--- config.mk ---
export PLATFORM = sky130hd
export DESIGN_NAME = serial_add_arbiter
export DESIGN_NICKNAME = d
export VERILOG_FILES = /design/src/rtl/serial_add_pkg.sv /design/src/rtl/fa_bit_slice.sv /design/src/rtl/serial_add_arbiter.sv
export SDC_FILE = /design/constraint.sdc
export NUM_CORES = 1
export LEC_CHECK = 0
export ABC_AREA = 0
export CORE_MARGIN = 3
export CORE_UTILIZATION = 48
export CTS_CLUSTER_DIAMETER = 60
export DETAILED_ROUTE_END_ITERATION = 7
export DONT_BUFFER_PORTS = 1
export MAX_ROUTING_LAYER = met4
export SKIP_CTS_REPAIR_TIMING = 1
export SLEW_MARGIN = 20
export SYNTH_ARGS = -nofsm -noshare
export SYNTH_HDL_FRONTEND = slang
export SYNTH_SLANG_ARGS = --single-unit
--- constraint.sdc ---
create_clock -name i_clk -period 1.9 [get_ports i_clk]
set_input_delay 0.19 -clock i_clk [delete_from_list [all_inputs] [get_ports i_clk]]
set_output_delay 0.19 -clock i_clk [all_outputs]
set_load 0.05 [all_outputs]
--- src/rtl/serial_add_pkg.sv ---
// Shared types and helpers for the bit-serial add arbiter: FSM state encoding,
// id width derivation and extraction of one requester's operand from a packed bus.
package serial_add_pkg;

  typedef enum logic [1:0] {
    IDLE = 2'd0,
    RUN  = 2'd1,
    DONE = 2'd2
  } state_t;

  localparam int SLICE_BUS_MAX = 1024;
  localparam int SLICE_W_MAX   = 64;

  function automatic int idw_of(input int n);
    return (n > 1) ? $clog2(n) : 1;
  endfunction

  // Returns bits [k*w +: w] of bus, zero-extended; the caller narrows to its own width.
  function automatic logic [SLICE_W_MAX-1:0] op_slice(input logic [SLICE_BUS_MAX-1:0] bus,
                                                      input int w, input int k);
    logic [SLICE_W_MAX-1:0] mask;
    mask = (SLICE_W_MAX'(1) << w) - SLICE_W_MAX'(1);
    return SLICE_W_MAX'(bus >> (k * w)) & mask;
  endfunction

endpackage

--- src/rtl/fa_bit_slice.sv ---
// Combinational full-add bit slice: two XOR/AND half-add stages joined by an OR
// on the carry path.
module fa_bit_slice (
  input  logic a,
  input  logic b,
  input  logic cin,
  output logic s,
  output logic cout
);
  logic h1_s;
  logic h1_c;
  logic h2_c;

  assign h1_s = a ^ b;
  assign h1_c = a & b;
  assign s    = h1_s ^ cin;
  assign h2_c = h1_s & cin;
  assign cout = h1_c | h2_c;
endmodule

--- src/rtl/serial_add_arbiter.sv ---
// Round-robin shares one bit-serial full-add slice among NREQ requesters; each
// operation runs LSB-first over WIDTH cycles and reports with a tagged valid pulse.
module serial_add_arbiter
  import serial_add_pkg::*;
#(
  parameter  int WIDTH = 8,
  parameter  int NREQ  = 2,
  localparam int IDW   = idw_of(NREQ)
) (
  input  logic                  i_clk,
  input  logic                  i_rst_n,
  input  logic [NREQ-1:0]       i_req,
  input  logic [NREQ*WIDTH-1:0] i_a,
  input  logic [NREQ*WIDTH-1:0] i_b,
  output logic [NREQ-1:0]       o_gnt,
  output logic                  o_busy,
  output logic                  o_valid,
  output logic [WIDTH-1:0]      o_sum,
  output logic                  o_carry,
  output logic [IDW-1:0]        o_id
);
  localparam int CNTW = $clog2(WIDTH);

  state_t            state_q, state_d;
  logic [IDW-1:0]    rr_q, rr_d;
  logic [IDW-1:0]    owner_q, owner_d;
  logic [CNTW-1:0]   cnt_q, cnt_d;
  logic              c_q, c_d;
  logic [WIDTH-1:0]  a_q, a_d, b_q, b_d, res_q, res_d;
  logic [NREQ-1:0]   gnt_q, gnt_d;
  logic              valid_q, valid_d;
  logic [WIDTH-1:0]  sum_q, sum_d;
  logic              carry_q, carry_d;
  logic [IDW-1:0]    id_q, id_d;

  logic              pick_found;
  logic [IDW-1:0]    pick_idx;
  logic              fa_s, fa_co;

  fa_bit_slice u_fa (
    .a    (a_q[0]),
    .b    (b_q[0]),
    .cin  (c_q),
    .s    (fa_s),
    .cout (fa_co)
  );

  // Scan offsets from the top down so the smallest offset from rr_q wins.
  always_comb begin
    int idx;
    idx        = 0;
    pick_found = 1'b0;
    pick_idx   = '0;
    for (int i = NREQ - 1; i >= 0; i--) begin
      idx = int'(rr_q) + i;
      if (idx >= NREQ) idx = idx - NREQ;
      if (i_req[IDW'(idx)]) begin
        pick_found = 1'b1;
        pick_idx   = IDW'(idx);
      end
    end
  end

  always_comb begin
    state_d = state_q;
    rr_d    = rr_q;
    owner_d = owner_q;
    cnt_d   = cnt_q;
    c_d     = c_q;
    a_d     = a_q;
    b_d     = b_q;
    res_d   = res_q;
    gnt_d   = gnt_q;
    valid_d = 1'b0;
    sum_d   = sum_q;
    carry_d = carry_q;
    id_d    = id_q;
    case (state_q)
      IDLE: begin
        if (pick_found) begin
          state_d = RUN;
          owner_d = pick_idx;
          gnt_d   = NREQ'(1) << pick_idx;
          a_d     = WIDTH'(op_slice(SLICE_BUS_MAX'(i_a), WIDTH, int'(pick_idx)));
          b_d     = WIDTH'(op_slice(SLICE_BUS_MAX'(i_b), WIDTH, int'(pick_idx)));
          c_d     = 1'b0;
          cnt_d   = '0;
          rr_d    = (pick_idx == IDW'(NREQ - 1)) ? '0 : pick_idx + IDW'(1);
        end
      end
      RUN: begin
        a_d   = a_q >> 1;
        b_d   = b_q >> 1;
        res_d = {fa_s, res_q[WIDTH-1:1]};
        c_d   = fa_co;
        cnt_d = cnt_q + CNTW'(1);
        // The last sum bit is folded straight into the result so it is ready in DONE.
        if (cnt_q == CNTW'(WIDTH - 1)) begin
          state_d = DONE;
          valid_d = 1'b1;
          sum_d   = {fa_s, res_q[WIDTH-1:1]};
          carry_d = fa_co;
          id_d    = owner_q;
        end
      end
      DONE: begin
        state_d = IDLE;
        gnt_d   = '0;
      end
      default: begin
        state_d = IDLE;
        gnt_d   = '0;
      end
    endcase
  end

  always_ff @(posedge i_clk or negedge i_rst_n) begin
    if (!i_rst_n) begin
      state_q <= IDLE;
      rr_q    <= '0;
      owner_q <= '0;
      cnt_q   <= '0;
      c_q     <= 1'b0;
      a_q     <= '0;
      b_q     <= '0;
      res_q   <= '0;
      gnt_q   <= '0;
      valid_q <= 1'b0;
      sum_q   <= '0;
      carry_q <= 1'b0;
      id_q    <= '0;
    end else begin
      state_q <= state_d;
      rr_q    <= rr_d;
      owner_q <= owner_d;
      cnt_q   <= cnt_d;
      c_q     <= c_d;
      a_q     <= a_d;
      b_q     <= b_d;
      res_q   <= res_d;
      gnt_q   <= gnt_d;
      valid_q <= valid_d;
      sum_q   <= sum_d;
      carry_q <= carry_d;
      id_q    <= id_d;
    end
  end

  assign o_gnt   = gnt_q;
  assign o_busy  = (state_q != IDLE);
  assign o_valid = valid_q;
  assign o_sum   = sum_q;
  assign o_carry = carry_q;
  assign o_id    = id_q;

endmodule
; Word-level counts from Yosys, hierarchy flattened
; Index checks and enable logic that the tools add are counted.
[classes]
magnitude_cmp = 4
div = 0
bitwise_logic = 6
eq_ne = 4
shifts = 3
reduce_logical = 8
addsub = 5
multipliers = 0
n_mux = 26
[ops]
columns = operator, count
row1 = $pmux W8 S2, 2
row2 = $shr A16 B4 Y8, 2
row3 = $mux W8, 2
row4 = $mux W1, 14
row5 = $reduce_and A2 Y1, 5
row6 = $pmux W2 S2, 2
row7 = $lt A1 B3 Y1 const B, 2
row8 = $mux W2, 3
row9 = $pmux W3 S2, 1
row10 = $ne A2 B2 Y1 const B, 2
row11 = $reduce_bool A2 Y1, 2
row12 = $add A3 B1 Y3 const B, 1
row13 = $eq A3 B3 Y1 const B, 1
row14 = $mux W3, 1
row15 = $add A1 B1 Y2 const B, 1
row16 = $and A1 B1 Y1, 2
row17 = $eq A2 B1 Y1 const B, 1
row18 = $ge A1 B2 Y1 const B, 1
row19 = $ge A2 B2 Y1 const B, 1
row20 = $logic_not A2 Y1, 1
row21 = $pmux W1 S2, 1
row22 = $shl A1 B1 Y2 const A, 1
row23 = $sub A1 B1 Y1 const B, 2
row24 = $xor A1 B1 Y1, 2
row25 = other kinds (3), 3
[totals]
ramBits = 0
output_inout_bits = 14
rom_bits = 0
ff_bits = 45
in_bits = 36
latch_bits = 0
wordCells = 69
mem_count = 0

; Logic depth before layout (Yosys ltp)
[depth]
depth_word = 11
ltp_mapped = 5

; Cells and area by module
; From an unflattened synthesis, not the netlist that was laid out.
[hier_totals]
hier_cells = 143
hier_area_um2 = 1964.4
[by_module_without_submodules]
columns = module, area_per_inst_um2, cells_per_inst, seq_area_each_um2, instances
row1 = serial_add_arbiter, 1944.4, 142, 1101.1, 1
row2 = fa_bit_slice, 20.0, 1, 0.0, 1

; Worst setup path after synthesis
; Ideal clock, no wire load.
[synth_timing]
path_kind = register to register
from = register cnt_q[0]
to = register id_q, in the netlist o_id
t_required_ns = 1.773
setup_slack_ns = 0.538
synth_period_minus_slack_ns = 1.362
setup_time_ns = 0.127
arrival_ns = 1.234
path_stages_with_launch = 6
n_path_buf = 0
path_cell_list = dfrtp_1 ha_1 ha_1 nand2_4 inv_2 mux2_1
[synth_between]
elab_chain_len = 2
[synth_rtl]
columns = element, line_no
row1 = start: declaration, serial_add_arbiter.sv:27  ; logic [CNTW-1:0] cnt_q, cnt_d;
row2 = start signal: assignment, serial_add_arbiter.sv:136  ; cnt_q <= cnt_d;
row3 = $eq A3 B3 Y1, serial_add_arbiter.sv:98  ; if (cnt_q == CNTW'(WIDTH - 1)) begin
row4 = $reduce_and A2 Y1 (no source line), --
row5 = end signal: assignment, serial_add_arbiter.sv:145  ; id_q <= id_d;
row6 = end: declaration, serial_add_arbiter.sv:34  ; logic [IDW-1:0] id_q, id_d;
; Every way passes these cells.
; A chain may end at the register's enable or synchronous reset.

; Final worst setup path
[layout_timing]
from = register cnt_q[0]
to = register sum_q[5], in the netlist o_sum[5]
[layout_between]
elab_chain_len = 2
[layout_rtl]
columns = element, line_no
row1 = $eq A3 B3 Y1, serial_add_arbiter.sv:98
row2 = $reduce_and A2 Y1 (no source line), --
row3 = end signal: assignment, serial_add_arbiter.sv:143  ; sum_q <= sum_d;
row4 = end: declaration, serial_add_arbiter.sv:32  ; logic [WIDTH-1:0] sum_q, sum_d;
; Every way passes these cells.

==> reports/results.ini <==
[run_status]
status=completed

[pwr]
combinationalPowerShare=0.309
p_sw_mw=1.52
clockPowerShare=0.159
netSwitchingFraction=0.405
power_frac_seq=0.531
intPower_mw=2.23
p_leak_nw=1.00
powerDensity_mw_per_mm2=1780
post-layout-total-power_mw=3.76
ir_worst_vdd_uv=1140

[synthesis]
synth_top_area_frac=0.570
syn_area_per_cell_um2=13.7
synth_top_area_cell=dfrtp_1
yosys.cell_types.count=27
syn_inst=141
ys_seq_elements=44
synthTopCellsByArea=dfrtp_1 57%, mux2i_1 8.8%, a221o_1 7.3%
ys_warn_count=0
syn_area_mm2=0.00193
synth_nets=180
ys_seq_area_frac=0.570

[min_path]
hold_class=input pin to register
min_from=i_a[7]

[placed_design]
place_inst=186
dp_slack_ns=0.439
place_area_mm2=0.00198
gp_congestion=0.745
port_buffers=0
dp_hpwl_um=2260

[timing]
fmax_ghz=0.682
maxSlewViolCount=0
fin_tns_setup_ns=0
slew_headroom=0.678
setup_slack_ns=0.433
setup_violations=0
skew_ns=0.00578
rsz0062_at_grt=no
holdWs_ns=0.0832
layout_min_cycle_time_ns=1.47
hold_viol_final=0
finalCritPeriodShare=0.772
worst_slew_pin_slew_ns=0.483

[layout]
postLayoutCellArea_mm2=0.00211
fin_util=0.561
fin_nets=186
fillCellCount=329
fin_cells=196
drive_above_1_share=0.230
diodes=0
area_delta_synth_final_pct=9.53

[detailed_routing]
wl_per_cell_um=16.9
drt-total-wl_um=3320
detail-route-antenna-nets=0
drt_iter0_markers=56
drcViolationCount=0
vias=1100
firstDrtPassIters=4
vias_per_cell=5.61

[floorplan]
io_pins=50
start_util=0.512
dieArea_mm2=0.00482
die_y_um=69.4
die_x_um=69.4
rows=22
core_area_mm2=0.00377

[clock_tree]
clock-sinks=44
clk_pin_slew_ns=0.08
cts_root_buffer=clkbuf_8
cts_tree=built
cts_buffers=5
cts_max_path_buffers=2
cts_max_level=2
clock_latency_ns=0.29

[global_route]
grt_pass1_wl_um=5660
grt_max_degree=45
grt_antenna_before_repair=0
grt_pass1_vias=1175
grt_util_all_layers=0.154
gr-total-overflow=0

[run]
max-cap-violations=0

[critical_path]
start_kind=register
timing.rr.start=cnt_q[0]
path_max_fanout=10
worstPathArrival_ns=1.65
required_ns=2.08
worstSetupStartpoint=cnt_q[0]
worstSetupPathType=register to register
crit_path_end_kind=register

-- cell usage after synthesis, drive strengths merged --
master	n
a22o	3
nor2b	1
a221o	14
dfrtp	44
xnor2	1
o21bai	1
o21ai	2
buf	6
or3b	1
mux2	19
inv	2
clkbuf	3
mux2i	17
nand2b	1
fa	1
ha	2
nand2	3
a21oi	2
nor3b	1
or2	1
nor2	16
-- final cells by class --
class                   count  area, um2  share of cell area
clock buffers               6       82.6              0.0391
well taps                  48       60.1              0.0284
repair buffers              8       82.6              0.0391
multi-input cells          86        766               0.362
inverters                   2       7.51             0.00355
flip-flops and latches     44       1100               0.521
clock inverters             2       15.0             0.00710
-- cell usage in the layout, fill, tap and decap left out, drive strengths merged, types with 3 or more instances in the layout --
cell and count:
a221o 14, a22o 3, buf 7, clkbuf 6, dfrtp 44, mux2 19
mux2i 17, nand2 3, nor2 16
-- cells by family after synthesis --
kind of cell	Yosys count	synth area share
buf+inv	11	0.0343
simple gates	24	0.0681
fa+ha+maj	3	0.0233
compound gates	22	0.100
xor+xnor	1	0.00454
mux	36	0.199
flops	44	0.570
-- final timing paths --
check	to	slack [ns]	cells after the start
worst min register to register	b_q[7]	0.49	2
worst min-delay path	a_q[7]	0.08	2
max in group asynchronous	a_q[1]	1.29	2
worst max register to register	o_sum[5]	0.43	5
worst max-delay path	o_sum[5]	0.43	5
min in group asynchronous	b_q[1]	0.40	2
-- state kept, by name (all words and copies together), names as in the netlist --
signal   cells
res_q        7
c_q          1
a_q          8
o_id         1
owner_q      1
cnt_q        3
o_carry      1
rr_q         1
b_q          8
o_sum        8
o_gnt        2
o_valid      1
state_q      2
-- power by group through the flow --
stage	logic, mW	registers (mW)	clock network (mW)
after floorplan	0.982	1.94	0
after detailed placement	1.15	2.02	0
after global placement	1.11	2.01	0
final	1.16	2.00	0.598
after CTS	1.16	2.00	0.624
after global routing	1.31	2.06	0.667
-- layer usage --
layer  global-route usage  wire length (um)
met1                0.204              1590
met3               0.0580               225
met2                0.220              1470
met5                    -                 0
met4               0.0456                26
-- worst max-delay path: stages (launching register included) --
cell,delay (ns)
dfrtp_1,0.39
ha_1,0.20
ha_1,0.22
nand2_4,0.16
inv_2,0.07
mux2_1,0.31
Power figures use the tool's default switching activity.
